**src/rtl/gpio_pl_driver.sv**
```systemverilog
// GPIO PL driver: per-pin takeover/drive registers plus a sampled readback.
// A command updates the masked pins, waits cmd_hold+1 edges for the pins to
// settle, then returns a synchronized snapshot and its delta against the
// previous snapshot.

// Per-pin slice: input synchronizer plus takeover and drive bits.
module gpio_pl_pin (
   input  logic clk,
   input  logic rst,
   input  logic load,
   input  logic mask,
   input  logic value,
   input  logic takeover,
   input  logic pin_i,
   output logic t,
   output logic o,
   output logic sync
);

   logic meta;

   // Two-flop synchronizer, free-running so the snapshot is always fresh.
   always_ff @(posedge clk or posedge rst) begin
      if (rst) begin
         meta <= 1'b0;
         sync <= 1'b0;
      end else begin
         meta <= pin_i;
         sync <= meta;
      end
   end

   // Masked pins take the command's takeover/value on accept; others hold.
   always_ff @(posedge clk or posedge rst) begin
      if (rst) begin
         t <= 1'b0;
         o <= 1'b0;
      end else if (load && mask) begin
         t <= takeover;
         o <= value;
      end
   end

endmodule

module gpio_pl_driver #(
   parameter int NUM_PINS = 32,
   parameter int HOLD_W   = 16
) (
   input  logic                clk,
   input  logic                rst,
   input  logic                cmd_valid,
   output logic                cmd_ready,
   input  logic [NUM_PINS-1:0] cmd_mask,
   input  logic [NUM_PINS-1:0] cmd_value,
   input  logic                cmd_takeover,
   input  logic [HOLD_W-1:0]   cmd_hold,
   output logic                rsp_valid,
   input  logic                rsp_ready,
   output logic [NUM_PINS-1:0] rsp_data,
   output logic [NUM_PINS-1:0] rsp_changed,
   output logic [NUM_PINS-1:0] gpio_t,
   output logic [NUM_PINS-1:0] pl_gpio_o,
   input  logic [NUM_PINS-1:0] pl_gpio_i,
   output logic                busy
);

   typedef enum logic [1:0] {IDLE, HOLD, RESP} state_t;

   typedef struct packed {
      logic [NUM_PINS-1:0] mask;
      logic [NUM_PINS-1:0] value;
      logic                takeover;
      logic [HOLD_W-1:0]   hold;
   } cmd_t;

   typedef struct packed {
      logic [NUM_PINS-1:0] data;
      logic [NUM_PINS-1:0] changed;
   } rsp_t;

   state_t              state_q, state_d;
   cmd_t                cmd;
   rsp_t                rsp_q;
   logic [HOLD_W-1:0]   cnt_q;
   logic [NUM_PINS-1:0] sync_q;
   logic [NUM_PINS-1:0] last_snap;
   logic                rsp_valid_q;
   logic                accept;
   logic                sample;

   assign cmd = '{mask: cmd_mask, value: cmd_value, takeover: cmd_takeover, hold: cmd_hold};

   assign accept = cmd_valid && (state_q == IDLE);
   assign sample = (state_q == HOLD) && (cnt_q == '0);

   genvar g;
   generate
      for (g = 0; g < NUM_PINS; g++) begin : g_pin
         gpio_pl_pin u_pin (
            .clk      (clk),
            .rst      (rst),
            .load     (accept),
            .mask     (cmd.mask[g]),
            .value    (cmd.value[g]),
            .takeover (cmd.takeover),
            .pin_i    (pl_gpio_i[g]),
            .t        (gpio_t[g]),
            .o        (pl_gpio_o[g]),
            .sync     (sync_q[g])
         );
      end
   endgenerate

   // State register.
   always_ff @(posedge clk or posedge rst) begin
      if (rst) state_q <= IDLE;
      else     state_q <= state_d;
   end

   // Next state: accept -> settle -> present response until consumed.
   always_comb begin
      state_d = state_q;
      case (state_q)
         IDLE:    if (cmd_valid) state_d = HOLD;
         HOLD:    if (cnt_q == '0) state_d = RESP;
         RESP:    if (rsp_ready) state_d = IDLE;
         default: state_d = IDLE;
      endcase
   end

   // Settle counter: loaded on accept, counts down to zero in HOLD (no wrap).
   always_ff @(posedge clk or posedge rst) begin
      if (rst)                                      cnt_q <= '0;
      else if (accept)                              cnt_q <= cmd.hold;
      else if ((state_q == HOLD) && (cnt_q != '0))  cnt_q <= cnt_q - 1'b1;
   end

   // Snapshot capture and response handshake; payload frozen while in RESP.
   always_ff @(posedge clk or posedge rst) begin
      if (rst) begin
         rsp_q       <= '0;
         last_snap   <= '0;
         rsp_valid_q <= 1'b0;
      end else if (sample) begin
         rsp_q.data    <= sync_q;
         rsp_q.changed <= sync_q ^ last_snap;
         last_snap     <= sync_q;
         rsp_valid_q   <= 1'b1;
      end else if ((state_q == RESP) && rsp_ready) begin
         rsp_valid_q <= 1'b0;
      end
   end

   assign rsp_valid   = rsp_valid_q;
   assign rsp_data    = rsp_q.data;
   assign rsp_changed = rsp_q.changed;
   assign busy        = (state_q != IDLE);
   // Gate with rst so the handshake is closed for the whole reset interval.
   assign cmd_ready   = (state_q == IDLE) && !rst;

endmodule

```
**config.mk**
```make
export PLATFORM = sky130hd
export DESIGN_NAME = gpio_pl_driver
export DESIGN_NICKNAME = d
export VERILOG_FILES = /design/src/rtl/gpio_pl_driver.sv
export SDC_FILE = /design/constraint.sdc
export NUM_CORES = 1
export LEC_CHECK = 0
export CAP_MARGIN = 30
export CORE_MARGIN = 4
export CORE_UTILIZATION = 49
export CTS_BUF_LIST = sky130_fd_sc_hd__clkbuf_4 sky130_fd_sc_hd__clkbuf_8
export DETAILED_ROUTE_END_ITERATION = 6
export GPL_ROUTABILITY_DRIVEN = 1
export PLACE_DENSITY = 0.8
export SYNTH_ARGS = -nofsm -noshare
export SYNTH_HDL_FRONTEND = slang
export SYNTH_SLANG_ARGS = --single-unit
```
**constraint.sdc**
```tcl
create_clock -name clk -period 8.7 [get_ports clk]
set_clock_uncertainty 0.1 [all_clocks]
set_input_delay 1.74 -clock clk [delete_from_list [all_inputs] [get_ports clk]]
set_output_delay 1.74 -clock clk [all_outputs]
set_load 0.005 [all_outputs]
```
# Word-level counts from Yosys, hierarchy flattened
# Index checks and enable logic that the tools add are counted.
# word_totals
register_bits	211
input_bits	117
output_inout_bits	131
# op_classes
addsub	1
n_bitwise	1
n_reduce_logical	45
mux	8
eq_ne	5
# op_table
op	n
$logic_and 1x1->1	37
$mux 16	2
$xor 32x32->32	1
$logic_not 16->1	1
$reduce_bool 16->1	1
$sub 16x1->16 const B	1
$mux 2	3
$ne 2x2->1 const B	3
$pmux 2 s3	1
$reduce_bool 2->1	3
$reduce_and 3->1	1
$eq 2x1->1 const B	1
$eq 2x2->1 const B	1
$logic_not 2->1	1
$mux 1	2
$logic_not 1->1	1

# Longest topological paths before layout
# logic_depth
word_depth	4
depth_mapped	8
ltp_nobuf	8

# Modules after synthesis
# A second synthesis with hierarchy kept.
# hier_totals
cells_unflattened	554
area_unflattened_um2	8162.8
# by_module_without_submodules
mod	area_each_um2	seq_area_each_um2	cells_per_inst	instances
gpio_pl_pin	130.1	100.1	8	32
gpio_pl_driver	3998.8	2077.0	298	1

# Worst setup path after synthesis
# No wires, ideal clock.
# synth_timing
path_kind	input-to-output
from	in rst
to	out cmd_ready
required_time_ns	6.860
arrival_time_ns	1.846
cell_stages	1
path_slack_ns	5.014
path_cell_list	nor2_1
# synth_between
elab_chain_len	2
# synth_lines
element	line	rtl
start, declared	51	input logic rst,
$logic_not 1->1 (no line)	n/a	
$logic_and 1x1->1	160	assign cmd_ready = (state_q == IDLE) && !rst;
end, declared	53	output logic cmd_ready,
# Every way passes these cells.

# Worst setup path in the final report
# Same ends and word-level chain as after synthesis.

==> reports/summary.txt <==
Post-route DRC = 0
Die Y = 138.5 µm
Top sig layer = met4
DR vias = 5472
Final #Nets = 957
Row count = 47
Syn avg cell area = 13.12 µm²
Mapped Cells = 636
TritonCTS Buffers = 35
Die width = 138.5 µm
Total GRT Usage = 0.1894
Top post-synthesis cells by area = dfrtp_1 63%, mux2_2 10%, buf_4 6.4%
Async SR Flop Fraction = 1.000
Worst slew pin tran = 1.030 ns
First-pass GRT wire length = 29.70 mm
Psw = 0.0006026 W
Layout area overhead = 35.97%
CTS H-tree lvls = 2
TritonCTS Sinks = 211
DR pass1 iterations = 4
Crit end category = output pin
Initial antenna violation count = 1
CTS Root Cell = clkbuf_8
Starting density of the core = 0.5012
Vias in the first global route = 5891
Leak pwr = 4.993 nW
R2R setup slack = 5.80 ns
Final WL = 18.40 mm
Largest area contributor in the netlist = dfrtp_1
Top-count cell post-synth = dfrtp_1
Antenna Nets Post-Route = 0
Final Critical Period = 4.733 ns
Syn nets = 754
Flop pwr share = 0.470
Pwr dens = 218.5 mW/mm²
Int Power = 0.001875 W
Clock transition at path regs = 0.06 ns
Metal3 WL = 1.823 mm
Status = complete, no violations
Top-Level Pins = 248
Largest net degree at the start of global routing = 124
Slowest CP cell = clkdlybuf4s50_1
Post-route setup TNS = 0 ns
Max FO, Critical Path = 2
Yosys warning count = 0
Rel. slew slack = 0.3136
Clock latency on the worst-skew pair = 0.51 ns
Worst EP required = 6.86 ns
VDD IR max = 0.1289 mV
Grt ovf = 0
Top-area cell type share of the netlist area = 0.6330
Slew Limit Fails = 0
MaxCap Viol Count = 0
Placed Cells = 1021
Fin. Hold Viols = 0
Post-synth EDFFs = 0
Via-to-Cell Ratio = 5.034
Clock Power Share = 0.380
Ratio of cells with drive above 1 in the final layout = 0.1801
Post-CTS Setup Bufs = 0
Core Area = 0.01664 mm²
Post-CTS Hold Fix Bufs = 0
Worst Hold Depth = 0
Final setup fails = 0
Post_cts resized = 0
CTS tree = done
Comb pwr share = 0.150
CP Launch Type = input pin
Switch share = 0.2432
Synth unique cells = 45
Crit path DAT = 2.89 ns
Synth top cells by count = 211 x dfrtp_1, 74 x mux2_2, 71 x buf_4
Max clock buf depth = 3
HPWL reported at the end of detailed placement = 12.95 mm
Crit-path most repeated cell = clkdlybuf4s50_1
Seq/Total Area, Yosys = 0.6330
Main flop type after synthesis = dfrtp_1
RSZ-0062 raised after global routing = no
Hold WC Path Type = reg -> reg
#FFs+latches synth = 211
Total die area = 0.01918 mm²
# port buffers = 247
Crit-path cells = clkdlybuf4s50_1 > nor2_1 > clkdlybuf4s50_1
Metal2 WL = 8.752 mm
Routed len/inst = 16.93 µm
Final Non-Filler Cells = 1087
RePlAce Congestion = 0.8338
Critical path class = in -> out
R2R depth = 7
Max stage delay on crit path = 0.51 ns
Final period utilization = 0.5441
Max Clk Rate = 211.3 MHz
Post-Syn Area = 0.008342 mm²
Starting DRC count in detailed routing = 230
Routed length on met1 = 7.277 mm
power by group through the flow:
| stage | combinational (W) | sequential (W) | clock [W] |
|---|---|---|---|
| 2_1_floorplan | 0.000227 | 0.00116 | 0 |
| 3_3_place_gp | 0.000358 | 0.00117 | 0 |
| 3_5_place_dp | 0.000373 | 0.00118 | 0 |
| 4_1_cts | 0.000376 | 0.00116 | 0.000972 |
| 5_1_grt | 0.000407 | 0.00118 | 0.00102 |
| 6_report | 0.000371 | 0.00117 | 0.000941 |
routing by layer:
layer,vias to the layer above,GRT usage
li1,2508,-
met1,2685,0.2266
met2,237,0.3078
met3,42,0.07735
met4,0,0.07384
met5,-,0
sequential cells by signal, indices dropped and copies added, names as in the netlist:
| register | count |
|---|---|
| g_pin.u_pin.t | 32 |
| g_pin.u_pin.sync | 32 |
| g_pin.u_pin.meta | 32 |
| last_snap | 32 |
| rsp_changed | 32 |
| g_pin.u_pin.o | 32 |
| rsp_valid | 1 |
| cnt_q | 16 |
| state_q | 2 |
kinds of logic after synthesis:
kind of cell	Yosys count	share of synthesized area
buffers and inverters	92	0.07710
xor gates and xnor gates	32	0.03360
muxes	96	0.1296
AOI/OAI and AO/OA	78	0.05550
adders and majority gates	1	0.001500
DFF	211	0.6330
and+or+nand+nor	126	0.06975
cell type report:
cell class,instances,area (µm²)
Antenna cell,1,2.502
Clock buffer,58,729.5
Fill cell,1126,5300
Inverter,6,30.03
Tap cell,220,275.3
Timing Repair Buffer,252,2537
Sequential cell,211,5280
Clock inverter,6,61.31
Multi-Input combinational cell,333,2426
critical path: cells and delay by family:
kind | cells | cell delay [ns]
buf+inv | 2 | 1.02
simple gates | 1 | 0.14
cell usage in the layout (no fill, tap or decap), types with 5 or more instances in the layout:
cell type | synthesis | routed
nor3_1 | 5 | 5
a21oi_1 | 45 | 45
xnor2_1 | 32 | 32
clkbuf_8 | 0 | 47
clkbuf_4 | 0 | 11
inv_1 | 6 | 5
nor2_1 | 53 | 52
nand2_1 | 45 | 45
mux2_1 | 22 | 22
mux2_2 | 74 | 74
o21ai_0 | 14 | 14
dfrtp_1 | 211 | 211
clkdlybuf4s50_1 | 0 | 247
through the flow:
| stage | worst slack [ns] | utilization | total power [W] | cell area, µm² | hold slack, ns |
|---|---|---|---|---|---|
| after floorplan | 1.094 | - | 0.001388 | 8342 | 0.2312 |
| after global placement | 3.952 | 0.6313 | 0.001528 | 10510 | 0.2323 |
| after detailed placement | 3.961 | 0.6330 | 0.001553 | 10530 | 0.2347 |
| after CTS | 3.961 | 0.6805 | 0.002512 | 11320 | 0.2476 |
| after global routing | 3.929 | 0.6815 | 0.002608 | 11340 | 0.2484 |
| final | 3.967 | 0.6815 | 0.002478 | 11340 | 0.2424 |
worst paths after layout:
check                                startpoint                   end
setup reg to reg                       cnt_q[0]         last_snap[30]
min in group asynchronous                   rst              cnt_q[7]
hold / removal             g_pin[29].u_pin.meta  g_pin[29].u_pin.sync
setup / recovery                            rst             cmd_ready
max in group asynchronous                   rst       rsp_changed[15]
hold reg to reg            g_pin[29].u_pin.meta  g_pin[29].u_pin.sync
Power figures use the tool's default switching activity.
